File: src/rtl/i2c_globals_pkg.sv
// Shared I2C constants and types for the bus models and the slave target.
// Bits travel MSB first; the R/W bit uses read_write_e.
package i2c_globals_pkg;

   localparam int         DATA_WIDTH     = 8;
   localparam logic [6:0] SLAVE0_ADDRESS = 7'h68;
   localparam logic [6:0] SLAVE1_ADDRESS = 7'h69;

   typedef enum logic {
      WRITE = 1'b0,
      READ  = 1'b1
   } read_write_e;

   typedef enum logic [3:0] {
      IDLE,
      ADDR,
      ADDR_ACK,
      PTR,
      PTR_ACK,
      WR_DATA,
      WR_ACK,
      RD_DATA,
      RD_ACK,
      WAIT_STOP
   } i2c_slave_state_e;

   localparam logic ACK  = 1'b0;
   localparam logic NACK = 1'b1;

endpackage

File: src/rtl/i2c_bus_sync.sv
// SCL/SDA synchronizers with history flops; emits registered edge and bus-condition
// pulses three pclk after the pin edge, plus the SDA level aligned with them.
module i2c_bus_sync (
   input  logic pclk,
   input  logic areset_n,
   input  logic scl_i,
   input  logic sda_i,
   output logic scl_rise,
   output logic scl_fall,
   output logic start_det,
   output logic stop_det,
   output logic sda_s
);

   // [0] metastable, [1] synchronized, [2] history; reset to the idle (high) bus level
   logic [2:0] scl_pipe;
   logic [2:0] sda_pipe;

   always_ff @(posedge pclk or negedge areset_n) begin
      if (!areset_n) begin
         scl_pipe  <= '1;
         sda_pipe  <= '1;
         scl_rise  <= 1'b0;
         scl_fall  <= 1'b0;
         start_det <= 1'b0;
         stop_det  <= 1'b0;
         sda_s     <= 1'b1;
      end else begin
         scl_pipe  <= {scl_pipe[1:0], scl_i};
         sda_pipe  <= {sda_pipe[1:0], sda_i};
         scl_rise  <= scl_pipe[1] & ~scl_pipe[2];
         scl_fall  <= ~scl_pipe[1] & scl_pipe[2];
         start_det <= scl_pipe[1] & scl_pipe[2] & ~sda_pipe[1] & sda_pipe[2];
         stop_det  <= scl_pipe[1] & scl_pipe[2] & sda_pipe[1] & ~sda_pipe[2];
         sda_s     <= sda_pipe[1];
      end
   end

endmodule

File: src/rtl/i2c_slave_target.sv
// I2C slave endpoint: address/pointer/data decode, small register file, open-drain SDA.
//   state     | meaning
//   IDLE      | bus free, waiting for START
//   ADDR      | shifting address + R/W
//   ADDR_ACK  | acknowledging our address
//   PTR       | shifting register pointer byte
//   PTR_ACK   | acknowledging pointer
//   WR_DATA   | shifting a write byte
//   WR_ACK    | acknowledging write byte, pointer advances
//   RD_DATA   | driving read byte MSB first
//   RD_ACK    | sampling master ACK/NACK
//   WAIT_STOP | not addressed or done, ignoring bus until START/STOP
module i2c_slave_target #(
   parameter logic [6:0] SLAVE_ADDRESS = i2c_globals_pkg::SLAVE0_ADDRESS,
   parameter int         DATA_WIDTH    = i2c_globals_pkg::DATA_WIDTH,
   parameter int         REG_DEPTH     = 4,
   parameter int         PTR_WIDTH     = $clog2(REG_DEPTH)
) (
   input  logic                  pclk,
   input  logic                  areset_n,
   input  logic                  scl_i,
   input  logic                  sda_i,
   output logic                  sda_oe,
   input  logic [PTR_WIDTH-1:0]  host_addr,
   output logic [DATA_WIDTH-1:0] host_rdata,
   output logic                  wr_strobe,
   output logic [PTR_WIDTH-1:0]  wr_addr,
   output logic [DATA_WIDTH-1:0] wr_data,
   output logic                  busy
);

   import i2c_globals_pkg::*;

   logic scl_rise, scl_fall, start_det, stop_det, sda_s;

   i2c_bus_sync u_bus_sync (
      .pclk      (pclk),
      .areset_n  (areset_n),
      .scl_i     (scl_i),
      .sda_i     (sda_i),
      .scl_rise  (scl_rise),
      .scl_fall  (scl_fall),
      .start_det (start_det),
      .stop_det  (stop_det),
      .sda_s     (sda_s)
   );

   i2c_slave_state_e      state, state_nxt;
   logic [2:0]            bit_cnt, bit_cnt_nxt;
   logic [DATA_WIDTH-1:0] shifter, shifter_nxt, rx_byte;
   logic [PTR_WIDTH-1:0]  ptr, ptr_nxt, ptr_inc;
   read_write_e           rw, rw_nxt;
   logic                  sda_oe_nxt, busy_nxt, wr_en;
   logic [DATA_WIDTH-1:0] regs [REG_DEPTH];

   assign rx_byte    = {shifter[DATA_WIDTH-2:0], sda_s};
   assign ptr_inc    = ptr + PTR_WIDTH'(1);
   assign host_rdata = regs[host_addr];

   always_ff @(posedge pclk or negedge areset_n) begin
      if (!areset_n) begin
         state   <= IDLE;
         bit_cnt <= '0;
         shifter <= '0;
         ptr     <= '0;
         rw      <= WRITE;
         sda_oe  <= 1'b0;
         busy    <= 1'b0;
      end else begin
         state   <= state_nxt;
         bit_cnt <= bit_cnt_nxt;
         shifter <= shifter_nxt;
         ptr     <= ptr_nxt;
         rw      <= rw_nxt;
         sda_oe  <= sda_oe_nxt;
         busy    <= busy_nxt;
      end
   end

   // bit_cnt counts down from 7; terminal count 0 on a rise completes the byte
   always_comb begin
      state_nxt   = state;
      bit_cnt_nxt = bit_cnt;
      shifter_nxt = shifter;
      ptr_nxt     = ptr;
      rw_nxt      = rw;
      sda_oe_nxt  = sda_oe;
      busy_nxt    = busy;
      wr_en       = 1'b0;
      if (stop_det) begin
         state_nxt  = IDLE;
         busy_nxt   = 1'b0;
         sda_oe_nxt = 1'b0;
      end else if (start_det) begin
         state_nxt   = ADDR;
         bit_cnt_nxt = 3'd7;
         sda_oe_nxt  = 1'b0;
      end else if (scl_fall) begin
         case (state)
            ADDR_ACK, PTR_ACK, WR_ACK: sda_oe_nxt = 1'b1;
            RD_DATA:                   sda_oe_nxt = ~shifter[DATA_WIDTH-1];
            default:                   sda_oe_nxt = 1'b0;
         endcase
      end else if (scl_rise) begin
         case (state)
            ADDR: begin
               shifter_nxt = rx_byte;
               bit_cnt_nxt = bit_cnt - 3'd1;
               if (bit_cnt == 3'd0) begin
                  if (rx_byte[DATA_WIDTH-1:1] == SLAVE_ADDRESS) begin
                     state_nxt = ADDR_ACK;
                     busy_nxt  = 1'b1;
                     rw_nxt    = read_write_e'(rx_byte[0]);
                  end else begin
                     state_nxt = WAIT_STOP;
                  end
               end
            end
            ADDR_ACK: begin
               bit_cnt_nxt = 3'd7;
               if (rw == READ) begin
                  shifter_nxt = regs[ptr];
                  state_nxt   = RD_DATA;
               end else begin
                  state_nxt   = PTR;
               end
            end
            PTR: begin
               shifter_nxt = rx_byte;
               bit_cnt_nxt = bit_cnt - 3'd1;
               if (bit_cnt == 3'd0) begin
                  ptr_nxt   = rx_byte[PTR_WIDTH-1:0];
                  state_nxt = PTR_ACK;
               end
            end
            PTR_ACK: begin
               bit_cnt_nxt = 3'd7;
               state_nxt   = WR_DATA;
            end
            WR_DATA: begin
               shifter_nxt = rx_byte;
               bit_cnt_nxt = bit_cnt - 3'd1;
               if (bit_cnt == 3'd0) begin
                  wr_en     = 1'b1;
                  state_nxt = WR_ACK;
               end
            end
            WR_ACK: begin
               ptr_nxt     = ptr_inc;
               bit_cnt_nxt = 3'd7;
               state_nxt   = WR_DATA;
            end
            RD_DATA: begin
               shifter_nxt = {shifter[DATA_WIDTH-2:0], 1'b0};
               bit_cnt_nxt = bit_cnt - 3'd1;
               if (bit_cnt == 3'd0) state_nxt = RD_ACK;
            end
            RD_ACK: begin
               if (sda_s == ACK) begin
                  ptr_nxt     = ptr_inc;
                  shifter_nxt = regs[ptr_inc];
                  bit_cnt_nxt = 3'd7;
                  state_nxt   = RD_DATA;
               end else begin
                  state_nxt   = WAIT_STOP;
               end
            end
            default: ;
         endcase
      end
   end

   always_ff @(posedge pclk or negedge areset_n) begin
      if (!areset_n) begin
         for (int i = 0; i < REG_DEPTH; i++) regs[i] <= '0;
         wr_strobe <= 1'b0;
         wr_addr   <= '0;
         wr_data   <= '0;
      end else begin
         wr_strobe <= wr_en;
         if (wr_en) begin
            regs[ptr] <= rx_byte;
            wr_addr   <= ptr;
            wr_data   <= rx_byte;
         end
      end
   end

endmodule

File: config.mk
export PLATFORM = sky130hd
export DESIGN_NAME = i2c_slave_target
export DESIGN_NICKNAME = d
export VERILOG_FILES = /design/src/rtl/i2c_globals_pkg.sv /design/src/rtl/i2c_bus_sync.sv /design/src/rtl/i2c_slave_target.sv
export SDC_FILE = /design/constraint.sdc
export NUM_CORES = 1
export LEC_CHECK = 0
export CAP_MARGIN = 20
export CORE_MARGIN = 2
export CORE_UTILIZATION = 39
export DETAILED_ROUTE_END_ITERATION = 8
export PLACE_DENSITY = 0.62
export SLEW_MARGIN = 0
export SYNTH_ARGS = -nofsm -noshare
export SYNTH_HDL_FRONTEND = slang
export SYNTH_HIERARCHICAL = 1
export SYNTH_SLANG_ARGS = --single-unit
File: constraint.sdc
create_clock -name pclk -period 6 [get_ports pclk]
set_input_delay 1.8 -clock pclk [delete_from_list [all_inputs] [get_ports pclk]]
set_output_delay 1.8 -clock pclk [all_outputs]
set_load 0.01 [all_outputs]
* Word level (Yosys, flattened, before mapping)
Cells that the tools add are included.
** Word-level totals
- Word-level logic and storage cells :: 141
- Output and inout port bits :: 21
- Register bits after elaboration :: 74
- Input port bits :: 6
** Operators by class
- Reductions and logical operators :: 23
- $lt $le $gt $ge :: 4
- Muxes and demuxes :: 52
- Eq/ne operators :: 21
- Bitwise operators :: 18
- Add/sub/neg operators :: 2
** Operators with widths (count)
- two-way mux 8 bit :: 9
- binary-select mux 8 bit (select 2 bit) :: 3
- two-way mux 4 bit :: 10
- bitwise mux 32 bit :: 1
- one-hot mux 8 bit (4 select lines) :: 1
- one-hot mux 4 bit (7 select lines) :: 1
- AND reduction 7 bit :: 4
- demux 8 bit (select 2 bit) :: 1
- == test 4 x 3 -> 1 bit (second input constant) :: 4
- two-way mux 1 bit :: 16
- inequality test 4 x 2 -> 1 bit (second input constant) :: 4
- two-way mux 3 bit :: 5
- inequality test 2 bit (second input constant) :: 6
- nonzero test 2 bit :: 5
- greater-or-equal comparator 3 bit (second input constant) :: 3
- NOT 2 -> 3 bit :: 3
- one-hot mux 3 bit (3 select lines) :: 1
- nonzero test 3 bit :: 3
- nonzero test 9 bit :: 1
- == test 4 x 2 -> 1 bit (second input constant) :: 2
- NOT 1 bit :: 8
- nonzero test 4 bit :: 2
- AND 1 bit :: 7
- == test 7 bit (second input constant) :: 1
- 17 further kinds :: 19

* Depth between registers and ports, before layout
- Depth after elaboration :: 8
- Depth in mapped cells :: 9
- Depth with buffers taken out :: 6

* By module
Netlist, hierarchy kept.
** By module, submodules not included
- i2c_slave_target :: cells an instance 276, instances 1, area each 3589.7 µm², seq. area each 1576.5 µm²
- i2c_bus_sync :: cells an instance 14, instances 1, area each 290.3 µm², seq. area each 257.7 µm²

* Worst setup path after synthesis
Ideal clock, no wire load.
- Kind :: input port to output port
- Start point :: input host_addr[0]
- End point :: output host_rdata[0]
- Slack :: 1.385 ns
- Arrival time :: 2.815 ns
- Data required time :: 4.200 ns
- Cell stages on the path :: 2
- Path buffers :: 1
- Cells stage by stage :: clkbuf_1 > mux4_2
** Between the ends
- Word-level cells in the longest chain between the ends :: 4
** RTL lines
- start: declaration :: RTL line i2c_slave_target.sv:24 : input logic [PTR_WIDTH-1:0] host_addr,
- NOT 2 -> 3 bit (not written as such) :: RTL line i2c_slave_target.sv:58 : assign host_rdata = regs[host_addr];
- binary-select mux 8 bit (select 2 bit) :: RTL line i2c_slave_target.sv:58
- two-way mux 8 bit (not written as such) (2 in a row) :: RTL line i2c_slave_target.sv:58
- end: declaration :: RTL line i2c_slave_target.sv:25 : output logic [DATA_WIDTH-1:0] host_rdata,
No other way between the ends. The select of a mux whose other input is x is not followed.

* Worst setup path after layout
Same ends and word-level chain as after synthesis.

==> out/results.ini <==
[outcome]
status=completed

[routing]
first_pass_iters=5
wl_microns=8440
wl_per_cell_microns=18.7
dr_total_vias=2563
postRouteAntennaNets=0
dr.first_iter.drc_count=117
drc_errors=0
viasPerCell=5.68

[critical_path]
crit_required_ns=4.20
crit_path_start_kind=input port
reg2reg_depth=5
r2r_setup_slack_ns=2.75
cp_max_fo=8
rr_endpoint=shifter[2]$_DFFE_PN0P_
rr_startpoint=ptr[0]$_DFFE_PN0P_
crit_arrival_ns=3.51
endpoint_kind=output port
crit_type=input port to output port

[die]
die_h_microns=104
rows=36
die_w_microns=104
fp.coreArea_sq_um=9730
initial_core_util=0.399
die_area_sq_um=10800
ios=27

[power]
leakagePower_nw=1.97
ir_drop_mv=0.146
p_per_area_nw_per_um2=304

[global_routing]
antenna_found_initial=0
grt_usage=0.165
grt_overflow=0
grt_pass1_wl_microns=13900
grt_max_degree=74
grt_pass1_vias=2579

[yosys]
syn_inst=290
ys_seq_elements=73
synth_async_sr_flop_share=1.00
ys_top_cells_by_count=dfrtp_1, mux2_2, mux4_2, clkbuf_1, nor2_1
synth_top_area_cell=dfrtp_1
synth-edff-count=0
synth_top_family_by_area=multiplexers
synth_most_common_cell=dfrtp_1
avgSynthCellArea_sq_um=13.4
ys_top_cells_by_area=dfrtp_1, mux2_2, mux4_2
yosys.area_share.simple=0.111
yosysUniqueCellTypes=45
synthMuxAreaShare=0.295
netlist.area_leader.share=0.432
ys_seq_area_frac=0.473
synth_xor_area_frac=0
synth_compound_area_frac=0.0793
synth_ff_type=dfrtp_1
syn-num-nets=302
synth_fa_ha_area_frac=0.0193
yosysWarnings=6
syn-cell-area_sq_um=3880

[sta]
tightest_slew_ns=0.962
drv_slew=0
skew_ns=0.00846
finalSetupViolCount=0
fin_crit_ns=5.31
fmax_mhz=188
report.final.hold_viol_count=0
slew_headroom=0.359
rsz0062_at_grt=false
min_period_over_period=0.885
tns_ns=0

[clocking]
cts_setup_buffers=0
cts_buffers=9
cts_tree=built
path_clk_slew_ns=0.07
cts_hold_buf=0
htreeDepth=3
ctsLongestPathBuffers=2
cts_repair_resize_count=0
clk_latency_ns=0.35
clkSinkCount=73
root_buffer=clkbuf_8

[worst_hold_path]
holdPathEnd=u_bus_sync/scl_pipe[1]$_DFF_PN1_
hold_depth=0
hp-class=flop to flop
min_from=u_bus_sync/scl_pipe[0]$_DFF_PN1_

[finish]
stdcell_count=451
fin_util=0.461
drive_above_1_share=0.340
fin_nets=325
multi_input_area_sq_um=1960
antenna_cells=0
final.fill_count=928
final-seq-area_sq_um=1830
area_delta_synth_final_pct=15.6

[placement]
place_congestion=0.778
placed_cells=435
portBuffers=26
dp_hpwl_microns=5370

[run]
drv_cap=0

==> registers in the layout, summed over array words and instances (netlist names), 2 cells and up <==
name                 cells
regs                    32
shifter                  8
wr_data                  8
state                    4
bit_cnt                  3
u_bus_sync/scl_pipe      3
u_bus_sync/sda_pipe      3
ptr                      2
wr_addr                  2
==> cells by family (layout without fill, tap and decap cells) <==
logic type / after synthesis / in the layout
AO/OA/AOI/OAI: 42 / 42
flip-flops: 73 / 73
adder cells (fa/ha/maj): 6 / 6
multiplexers: 78 / 78
AND/OR/NAND/NOR: 68 / 68
buffers and inverters: 23 / 51
==> routing by layer <==
metal	GRT usage	share of wire
met1	0.226	0.45
met2	0.256	0.49
met3	0.0245	0.036
met4	0.0859	0.023
met5	0	0
==> critical path: stages <==
cell             delay (ns)
clkdlybuf4s50_1        0.45
buf_4                  0.21
mux4_2                 0.55
clkdlybuf4s50_1        0.50
==> placed cells by master (no fill, tap or decap), drive strengths merged, types with 6 or more instances in the layout <==
cell type and n:
mux2 51, dfrtp 67, mux4 24, a21oi 9, nor2 10, a221o 7
nand2b 9, ha 6, nand2 8, dfstp 6, clkdlybuf4s50 25, clkbuf 13
and3 7, nor2b 9
==> final cells by class <==
| cell class | count | share of cell area |
|---|---|---|
| clock inverter | 3 | 0.0145 |
| timing repair buffer | 30 | 0.0642 |
| sequential | 73 | 0.409 |
| tap | 133 | 0.0371 |
| clock buffer | 13 | 0.0332 |
| multi-input combinational | 194 | 0.438 |
| inverter | 5 | 0.00419 |
==> power by group <==
part / internal [W] / total, W / switching, W
logic: 0.000142 / 0.000304 / 0.000162
clock network: 0.000246 / 0.000428 / 0.000183
registers: 0.000527 / 0.000629 / 0.000102
==> per-stage QoR <==
stage,instance area (sq um),setup WS [ns],hold WS (ns),total power (W)
5_1_grt,4480,0.613,0.362,0.00143
3_3_place_gp,4270,0.674,0.347,0.000941
2_1_floorplan,3880,1.38,0.345,0.000848
4_1_cts,4480,0.672,0.359,0.00137
3_5_place_dp,4270,0.673,0.349,0.000943
6_report,4480,0.691,0.358,0.00136
==> worst max path at each step <==
stage,to,slack (ns),cells after the start,start
floorplan,host_rdata[0],1.38,2,host_addr[0]
global placement,host_rdata[0],0.67,4,host_addr[0]
detailed placement,host_rdata[0],0.67,4,host_addr[0]
CTS,host_rdata[0],0.67,4,host_addr[0]
global route,host_rdata[0],0.61,4,host_addr[0]
finish,host_rdata[0],0.69,4,host_addr[0]
Note: power is estimated with default switching activity, not from simulation.
